**src/rtl/jt1943_colmix_if.sv**
```systemverilog
// rtl/jt1943_colmix_if.sv - pixel, PROM-programming and video-out bundle for jt1943_colmix
//
// Purpose: groups every colour-mixer signal except clk/rst_n/cen6.
// master: the upstream video/loader side (drives pixels, enables, blanks, PROM writes).
// slave : the colour mixer (drives red/green/blue and the delayed blanks).
interface jt1943_colmix_if;
  logic       LHBL;
  logic       LVBL;
  logic [3:0] char_pxl;
  logic [5:0] obj_pxl;
  logic [5:0] scr1_pxl;
  logic [5:0] scr2_pxl;
  logic       CHON;
  logic       OBJON;
  logic       SC1ON;
  logic       SC2ON;
  logic       pause;
  logic [7:0] prog_addr;
  logic [3:0] prom_din;
  logic       prom_r_we;
  logic       prom_g_we;
  logic       prom_b_we;
  logic [3:0] red;
  logic [3:0] green;
  logic [3:0] blue;
  logic       LHBL_dly;
  logic       LVBL_dly;

  modport master (
    output LHBL, LVBL, char_pxl, obj_pxl, scr1_pxl, scr2_pxl,
    output CHON, OBJON, SC1ON, SC2ON, pause,
    output prog_addr, prom_din, prom_r_we, prom_g_we, prom_b_we,
    input  red, green, blue, LHBL_dly, LVBL_dly
  );

  modport slave (
    input  LHBL, LVBL, char_pxl, obj_pxl, scr1_pxl, scr2_pxl,
    input  CHON, OBJON, SC1ON, SC2ON, pause,
    input  prog_addr, prom_din, prom_r_we, prom_g_we, prom_b_we,
    output red, green, blue, LHBL_dly, LVBL_dly
  );
endinterface

```
**src/rtl/jt1943_colmix.sv**
```systemverilog
// rtl/jt1943_colmix.sv - layer priority mixer, colour PROM lookup and blanking
//
// Purpose: picks the highest-priority opaque layer pixel (char > obj > scr1 > scr2),
// looks it up in three 256x4 colour PROMs and drives blanked RGB with matching
// delayed blanking. Three-stage pipeline advanced by cen6.
// Ports:
//   clk   - system clock
//   rst_n - synchronous active-low reset
//   cen6  - pixel clock enable
//   bus   - jt1943_colmix_if.slave (pixels, enables, blanks, PROM writes, RGB out)
// Optional: define JT1943_COLMIX_DIM_EN to halve non-char pixels while paused.
module jt1943_colmix #(
  parameter int BLANK_DLY = 3
) (
  input  logic            clk,
  input  logic            rst_n,
  input  logic            cen6,
  jt1943_colmix_if.slave  bus
);

  // Colour PROMs: written on any clk edge with a strobe, never reset.
  logic [3:0] prom_r [0:255];
  logic [3:0] prom_g [0:255];
  logic [3:0] prom_b [0:255];

  always_ff @(posedge clk) begin
    if (bus.prom_r_we) prom_r[bus.prog_addr] <= bus.prom_din;
    if (bus.prom_g_we) prom_g[bus.prog_addr] <= bus.prom_din;
    if (bus.prom_b_we) prom_b[bus.prog_addr] <= bus.prom_din;
  end

  // Layer selection
  logic       char_op, obj_op, scr1_op, scr2_op;
  logic [7:0] idx_nx;
  logic       black_nx;
  logic       char_win;

  always_comb begin
    // pause keeps the char layer (pause message) visible even with CHON low
    char_op  = (bus.CHON | bus.pause) & (bus.char_pxl != 4'hF);
    obj_op   = bus.OBJON & (bus.obj_pxl[3:0] != 4'hF);
    scr1_op  = bus.SC1ON & (bus.scr1_pxl[3:0] != 4'hF);
    scr2_op  = bus.SC2ON;
    idx_nx   = 8'h00;
    black_nx = 1'b0;
    char_win = 1'b0;
    if (char_op) begin
      idx_nx   = {4'b1100, bus.char_pxl};
      char_win = 1'b1;
    end else if (obj_op) begin
      idx_nx = {2'b10, bus.obj_pxl};
    end else if (scr1_op) begin
      idx_nx = {2'b01, bus.scr1_pxl};
    end else if (scr2_op) begin
      idx_nx = {2'b00, bus.scr2_pxl};
    end else begin
      black_nx = 1'b1;
    end
  end

  // Pipeline registers
  logic [7:0]           idx0;
  logic                 black0, black1;
  logic [3:0]           r1, g1, b1;
  // blank shift registers: bit 0 = S0, bit 1 = S1, top bit = output stage
  logic [BLANK_DLY-1:0] lh_sr, lv_sr;
  logic [3:0]           red_q, green_q, blue_q;

`ifdef JT1943_COLMIX_DIM_EN
  logic dim0, dim1;
`endif

  always_ff @(posedge clk) begin
    if (!rst_n) begin
      idx0    <= 8'h00;
      black0  <= 1'b1;
      black1  <= 1'b1;
      r1      <= 4'h0;
      g1      <= 4'h0;
      b1      <= 4'h0;
      lh_sr   <= '0;
      lv_sr   <= '0;
      red_q   <= 4'h0;
      green_q <= 4'h0;
      blue_q  <= 4'h0;
`ifdef JT1943_COLMIX_DIM_EN
      dim0    <= 1'b0;
      dim1    <= 1'b0;
`endif
    end else if (cen6) begin
      // S0
      idx0   <= idx_nx;
      black0 <= black_nx;
      lh_sr  <= {lh_sr[BLANK_DLY-2:0], bus.LHBL};
      lv_sr  <= {lv_sr[BLANK_DLY-2:0], bus.LVBL};
      // S1
      black1 <= black0;
      r1     <= prom_r[idx0];
      g1     <= prom_g[idx0];
      b1     <= prom_b[idx0];
`ifdef JT1943_COLMIX_DIM_EN
      dim0   <= bus.pause & ~char_win;
      dim1   <= dim0;
`endif
      // S2
      if (black1 | ~lh_sr[1] | ~lv_sr[1]) begin
        red_q   <= 4'h0;
        green_q <= 4'h0;
        blue_q  <= 4'h0;
      end else begin
`ifdef JT1943_COLMIX_DIM_EN
        red_q   <= dim1 ? {1'b0, r1[3:1]} : r1;
        green_q <= dim1 ? {1'b0, g1[3:1]} : g1;
        blue_q  <= dim1 ? {1'b0, b1[3:1]} : b1;
`else
        red_q   <= r1;
        green_q <= g1;
        blue_q  <= b1;
`endif
      end
    end
  end

`ifndef JT1943_COLMIX_DIM_EN
  // char_win only steers dimming
  logic unused_win;
  assign unused_win = char_win;
`endif

  assign bus.red      = red_q;
  assign bus.green    = green_q;
  assign bus.blue     = blue_q;
  assign bus.LHBL_dly = lh_sr[BLANK_DLY-1];
  assign bus.LVBL_dly = lv_sr[BLANK_DLY-1];

endmodule

```
**src/flat_wrapper.sv**
```systemverilog
// flat-port wrapper written by rule: the top's interface ports become plain ports
module jt1943_colmix_flat 
#(
  parameter int BLANK_DLY = 3
)
  (clk, rst_n, cen6, bus_LHBL, bus_LVBL, bus_char_pxl, bus_obj_pxl, bus_scr1_pxl, bus_scr2_pxl, bus_CHON, bus_OBJON, bus_SC1ON, bus_SC2ON, bus_pause, bus_prog_addr, bus_prom_din, bus_prom_r_we, bus_prom_g_we, bus_prom_b_we, bus_red, bus_green, bus_blue, bus_LHBL_dly, bus_LVBL_dly);
  jt1943_colmix_if bus_i ();
  input  logic clk;
  input  logic rst_n;
  input  logic cen6;
  input wire logic [$bits(bus_i.LHBL)-1:0] bus_LHBL;
  input wire logic [$bits(bus_i.LVBL)-1:0] bus_LVBL;
  input wire logic [$bits(bus_i.char_pxl)-1:0] bus_char_pxl;
  input wire logic [$bits(bus_i.obj_pxl)-1:0] bus_obj_pxl;
  input wire logic [$bits(bus_i.scr1_pxl)-1:0] bus_scr1_pxl;
  input wire logic [$bits(bus_i.scr2_pxl)-1:0] bus_scr2_pxl;
  input wire logic [$bits(bus_i.CHON)-1:0] bus_CHON;
  input wire logic [$bits(bus_i.OBJON)-1:0] bus_OBJON;
  input wire logic [$bits(bus_i.SC1ON)-1:0] bus_SC1ON;
  input wire logic [$bits(bus_i.SC2ON)-1:0] bus_SC2ON;
  input wire logic [$bits(bus_i.pause)-1:0] bus_pause;
  input wire logic [$bits(bus_i.prog_addr)-1:0] bus_prog_addr;
  input wire logic [$bits(bus_i.prom_din)-1:0] bus_prom_din;
  input wire logic [$bits(bus_i.prom_r_we)-1:0] bus_prom_r_we;
  input wire logic [$bits(bus_i.prom_g_we)-1:0] bus_prom_g_we;
  input wire logic [$bits(bus_i.prom_b_we)-1:0] bus_prom_b_we;
  output wire logic [$bits(bus_i.red)-1:0] bus_red;
  output wire logic [$bits(bus_i.green)-1:0] bus_green;
  output wire logic [$bits(bus_i.blue)-1:0] bus_blue;
  output wire logic [$bits(bus_i.LHBL_dly)-1:0] bus_LHBL_dly;
  output wire logic [$bits(bus_i.LVBL_dly)-1:0] bus_LVBL_dly;
  assign bus_i.LHBL = bus_LHBL;
  assign bus_i.LVBL = bus_LVBL;
  assign bus_i.char_pxl = bus_char_pxl;
  assign bus_i.obj_pxl = bus_obj_pxl;
  assign bus_i.scr1_pxl = bus_scr1_pxl;
  assign bus_i.scr2_pxl = bus_scr2_pxl;
  assign bus_i.CHON = bus_CHON;
  assign bus_i.OBJON = bus_OBJON;
  assign bus_i.SC1ON = bus_SC1ON;
  assign bus_i.SC2ON = bus_SC2ON;
  assign bus_i.pause = bus_pause;
  assign bus_i.prog_addr = bus_prog_addr;
  assign bus_i.prom_din = bus_prom_din;
  assign bus_i.prom_r_we = bus_prom_r_we;
  assign bus_i.prom_g_we = bus_prom_g_we;
  assign bus_i.prom_b_we = bus_prom_b_we;
  assign bus_red = bus_i.red;
  assign bus_green = bus_i.green;
  assign bus_blue = bus_i.blue;
  assign bus_LHBL_dly = bus_i.LHBL_dly;
  assign bus_LVBL_dly = bus_i.LVBL_dly;
  jt1943_colmix #(.BLANK_DLY(BLANK_DLY)) u_core (.clk(clk), .rst_n(rst_n), .cen6(cen6), .bus(bus_i));
endmodule
```
**config.mk**
```make
export PLATFORM = sky130hd
export DESIGN_NAME = jt1943_colmix_flat
export DESIGN_NICKNAME = d
export VERILOG_FILES = /design/src/rtl/jt1943_colmix_if.sv /design/src/rtl/jt1943_colmix.sv /design/src/flat_wrapper.sv
export SDC_FILE = /design/constraint.sdc
export NUM_CORES = 2
export LEC_CHECK = 0
export BUFFER_PORTS_ARGS = -buffer_cell sky130_fd_sc_hd__buf_4
export CORE_ASPECT_RATIO = 0.8
export CORE_MARGIN = 8
export CORE_UTILIZATION = 30
export CTS_CLUSTER_DIAMETER = 120
export DETAILED_ROUTE_END_ITERATION = 10
export SETUP_SLACK_MARGIN = 0.5
export SYNTH_ARGS = -nofsm -noshare
export SYNTH_HDL_FRONTEND = slang
export SYNTH_SLANG_ARGS = --single-unit
```
**constraint.sdc**
```tcl
create_clock -name clk -period 2.5 [get_ports clk]
set_clock_uncertainty 0.2 [all_clocks]
set_input_delay 0.125 -clock clk [delete_from_list [all_inputs] [get_ports clk]]
set_output_delay 0.125 -clock clk [all_outputs]
set_load 0.005 [all_outputs]
```
-- Word-level counts from Yosys, hierarchy flattened
Memories as Yosys holds them, arrays and structs flattened. A register that Yosys moved wholly into a read port is not among the register bits.
Index checks and enable logic that the tools add are counted.
- input bits: 47
- memories kept: 3
- register bits: 28
- logic and storage cells: 42
- output and inout bits: 14
- bits in writable memories: 3072
- memories (memory ; words ; width ; rd ports ; clocked after Yosys merged registers in ; write ports ; RTL line ; RTL):
    u_core.prom_b ; 256 ; 4 ; 1 ; 1 ; 1 ; jt1943_colmix.sv:24 ; logic [3:0] prom_b [0:255];
    u_core.prom_g ; 256 ; 4 ; 1 ; 1 ; 1 ; jt1943_colmix.sv:23 ; logic [3:0] prom_g [0:255];
    u_core.prom_r ; 256 ; 4 ; 1 ; 1 ; 1 ; jt1943_colmix.sv:22 ; logic [3:0] prom_r [0:255];
- reductions and logical operators: 3
- bitwise logic cells: 8
- equality and inequality tests: 3
- muxes and demuxes: 17
- operator list (operator ; number):
    2-to-1 mux 8 bit ; 3
    2-to-1 mux 4 bit ; 3
    inequality test 4 bit, second input constant ; 3
    2-to-1 mux 1 bit ; 10
    2-to-1 mux 6 bit ; 1
    bitwise AND 1 bit ; 3
    logical NOT 1 bit ; 3
    bitwise OR 1 bit ; 3
    inverter 1 bit ; 2

-- Longest topological paths before layout
- word-level depth: 5
- depth in mapped cells: 14
- depth with buffers taken out: 7

-- Worst setup path after synthesis
OpenSTA, ideal clock, no wires.
- kind: register -> register
- start: reg u_core.idx0[0]
- end: reg u_core.b1[0] (read register of u_core.prom_b)
- setup slack: -0.110 ns
- stages on the path, launching flop included: 12
- clock period less this slack: 2.610 ns
- arrival: 2.284 ns
- library setup time: 0.126 ns
- required time: 2.174 ns
- path buffers: 5
- path through: dfxtp_1 buf_6 buf_12 buf_6 buf_6 buf_6 mux4_2 o22ai_1 nor2_1 a211oi_1 a2bb2oi_1 o41ai_2
- RTL lines (item ; RTL line ; RTL):
    start, declared ; jt1943_colmix.sv:62 ; logic [7:0] idx0;
    start signal, assigned ; jt1943_colmix.sv:92 ; idx0 <= idx_nx;
    end, declared ; jt1943_colmix.sv:64 ; logic [3:0] r1, g1, b1;

==> run metrics <==
status finished with violations; violated checks negative setup slack; post-synthesis mux area share 14.6%; Synth area leaders edfxtp_1, mux4_2, nor2_1; xor and xnor area share after synthesis 0%; CTS sink count 3,112; vias in the first global route 68,700; Post-synth top cells edfxtp_1, nor2_1, mux4_2, mux2i_1, nand2_1; Leak 46.3 nW; crit start category register; RSZ-0062 raised after global routing yes; Post-Synth Adder-Cell Area 0%; hold_sp bus_prog_addr[4]; Hold Path Depth 5; Fill cells 37,300; Routed Antenna Nets 0; Comb pwr share 7.8%; H-tree level count 5; number of nets in the layout 7,423; cell taking the most area after synthesis edfxtp_1; layout cell share with drive strength beyond 1 31.9%; top-count cell post-synth edfxtp_1; Flop pwr share 52.2%; max cap viols 0; Worst-path clk slew 0.06 ns; main combinational cell family by area after synthesis multiplexers; EDFF count, synth 3,072; Syn Inst Count 6,419; kind of critical path register to register; Seq cells post-synth 3,112; Starting Density 30.1%; total track usage 16.7%; Cell variety after synth 77; Overflow after GRT 0; first-pass GRT wire length 526,000 um; Crit Path Max Fanout 4; Worst setup EP type register; DR pass1 iterations 5; Rel. slew slack 46.3%; drt drc 0; Synth Area in Compound Gates 3.25%; power per standard cell area 737 nW/um2; R2R Setup Slk -0.79 ns; area delta synth->final 21.4%; vias 69,600; Reg-to-Reg Start u_core.idx0[0]; CTS Buffer Depth 4; Hold EP u_core.prom_b[230][2]; Mapped Area 123,000 um2; Worst Tran Pin Value 0.804 ns; dpl hpwl 250,000 um; Post-Syn Area per Cell 19.2 um2; Internal 0.0856 W; DIE WIDTH 732 um; Post-synth top flop edfxtp_1; switching pwr 0.0246 W; # rows 210; Hold Crit Class input port to register; Synthesis Warnings 0; Final Setup Violations 12; Iter 0 DRT Violations 9,776; switch share 22.3%; I/O pin total 61; share of the synthesized area in the top cell type 74.9%; register area share after synthesis 75.5%; final-report hold violation count 0; Data arrival, critical path 3.86 ns; final critical-path required period 3.29 ns; worst vdd ir 0.476 mV; TritonCTS clock tree done; Max Freq 304 MHz; CTS buffer count 292; core area 409,000 um2; Routability Congestion 0.881; post-synth net total 6,466; Post-Synth Simple-Gate Area 4.45%; Worst Reg-to-Reg Cells 12; Final Max Tran Viols 0; Final Util 36.6%; via/cell ratio 5.35; worst setup margin -0.791 ns; WP data required 3.07 ns; initial antenna violation count 30; Clk pwr share 39.9%; Worst-Skew Late Latency 0.87 ns; share of synthesized registers carrying an async set or reset 0%; Die Area 431,000 um2; fin crit share 132%; wire per inst 28.8 um; routed wire length 375,000 um; dpl ws -1.31 ns; CTS root buffer clkbuf_16; die height 589 um; RR Endpoint u_core.g1[3]; IO buf count 60; largest net degree at the start of global routing 119
## placed cells by master (no fill, tap or decap), drive strengths merged, types with 38 or more instances in the layout
| cell | n |
|---|---|
| a21oi | 74 |
| o21ai | 65 |
| clkinv | 104 |
| nand3 | 59 |
| o22ai | 129 |
| o221ai | 66 |
| mux4 | 648 |
| clkbuf | 390 |
| dfxtp | 40 |
| edfxtp | 3072 |
| buf | 1031 |
| nor2 | 863 |
| nand2 | 211 |
| mux2i | 288 |
| a22oi | 72 |
| a211oi | 38 |
| nor2b | 52 |
| dlygate4sd3 | 50 |
## cell families after synthesis
| group | count (synthesis) |
|---|---|
| simple gates | 1319 |
| buf+inv | 441 |
| mux | 973 |
| flops | 3112 |
| compound gates | 574 |
## final cells by class
| type | count | area (um2) | share of cell area, % |
|---|---|---|---|
| multi-input combinational | 2866 | 28800 | 19.2 |
| timing repair buffer | 1098 | 11700 | 7.83 |
| antenna | 3 | 7.51 | 0.00502 |
| clock buffer | 381 | 7890 | 5.28 |
| inverter | 6 | 31.3 | 0.0209 |
| sequential | 3112 | 93100 | 62.2 |
| clock inverter | 140 | 1280 | 0.859 |
| tap | 5406 | 6760 | 4.52 |
## routing by layer
layer  part of all wire, %  global-route usage, %  vias up
li1                      -                      -    28000
met1                    41                   24.2    36800
met2                    43                   24.6     4214
met3                    12                   4.34      572
met4                   3.1                   4.74       16
met5                 0.056                  0.199        -
## per-stage QoR
step | setup TNS [ns] | hold slack [ns] | cells | power (W) | area, um2
after detailed placement | -11.49 | 0.199 | 12300 | 0.0664 | 137000
after floorplan | -0.360 | 0.0239 | 6419 | 0.0623 | 123000
after global placement | -12.54 | 0.184 | 12300 | 0.0664 | 137000
final | -7.37 | 0.0673 | 13000 | 0.110 | 150000
after CTS | -12.60 | 0.00598 | 13000 | 0.110 | 148000
after global routing | -7.93 | 0.0699 | 13000 | 0.113 | 150000
## critical path, cell delays in order (launching register included)
cell and delay, ns:
dfxtp_4 0.38, buf_12 0.14, buf_16 0.15, buf_12 0.14
buf_16 0.13, buf_8 0.12, mux4_2 0.36, mux2i_4 0.09
a211oi_4 0.30, buf_4 0.16, nand4_1 0.40, or3_1 0.50
o211ai_1 0.11
## worst max path at each step
stage,startpoint,endpoint,slack (ns)
CTS,u_core.idx0[0],u_core.b1[3],-0.69
finish,u_core.idx0[0],u_core.g1[3],-0.79
global placement,u_core.idx0[1],u_core.r1[1],-1.48
global route,u_core.idx0[0],u_core.g1[3],-0.77
detailed placement,u_core.idx0[0],u_core.r1[3],-1.31
floorplan,u_core.idx0[0],u_core.g1[1],-0.07
## state kept, by name (all words and copies together), names as in the netlist
register          flops
u_core.prom_b      1024
u_core.prom_g      1024
u_core.prom_r      1024
u_core.idx0           8
u_core.b1             4
u_core.bus.blue       4
u_core.bus.green      4
u_core.bus.red        4
u_core.g1             4
u_core.r1             4
u_core.lh_sr          3
u_core.lv_sr          3
u_core.black0         1
u_core.black1         1
## power groups by stage
stage / clock network (W) / registers, W / logic (W)
after CTS: 0.0444 / 0.0576 / 0.00832
after global placement: 0 / 0.0587 / 0.00764
after global routing: 0.0464 / 0.0576 / 0.00896
final: 0.0440 / 0.0576 / 0.00865
after floorplan: 0 / 0.0586 / 0.00366
after detailed placement: 0 / 0.0587 / 0.00772
## what timing repair did
| item | in CTS | in global routing |
|---|---|---|
| hold endpoints to repair | 4722 | 0 |
| pin swaps | 28 | 42 |
| setup buffers | 57 | 33 |
| resized for setup | 166 | 280 |
| endpoints found under the setup margin | 12 | 2219 |
| cloned | 13 | 6 |
| hold buffers | 58 | 0 |
No activity file was read; power rests on OpenSTA's default activity.
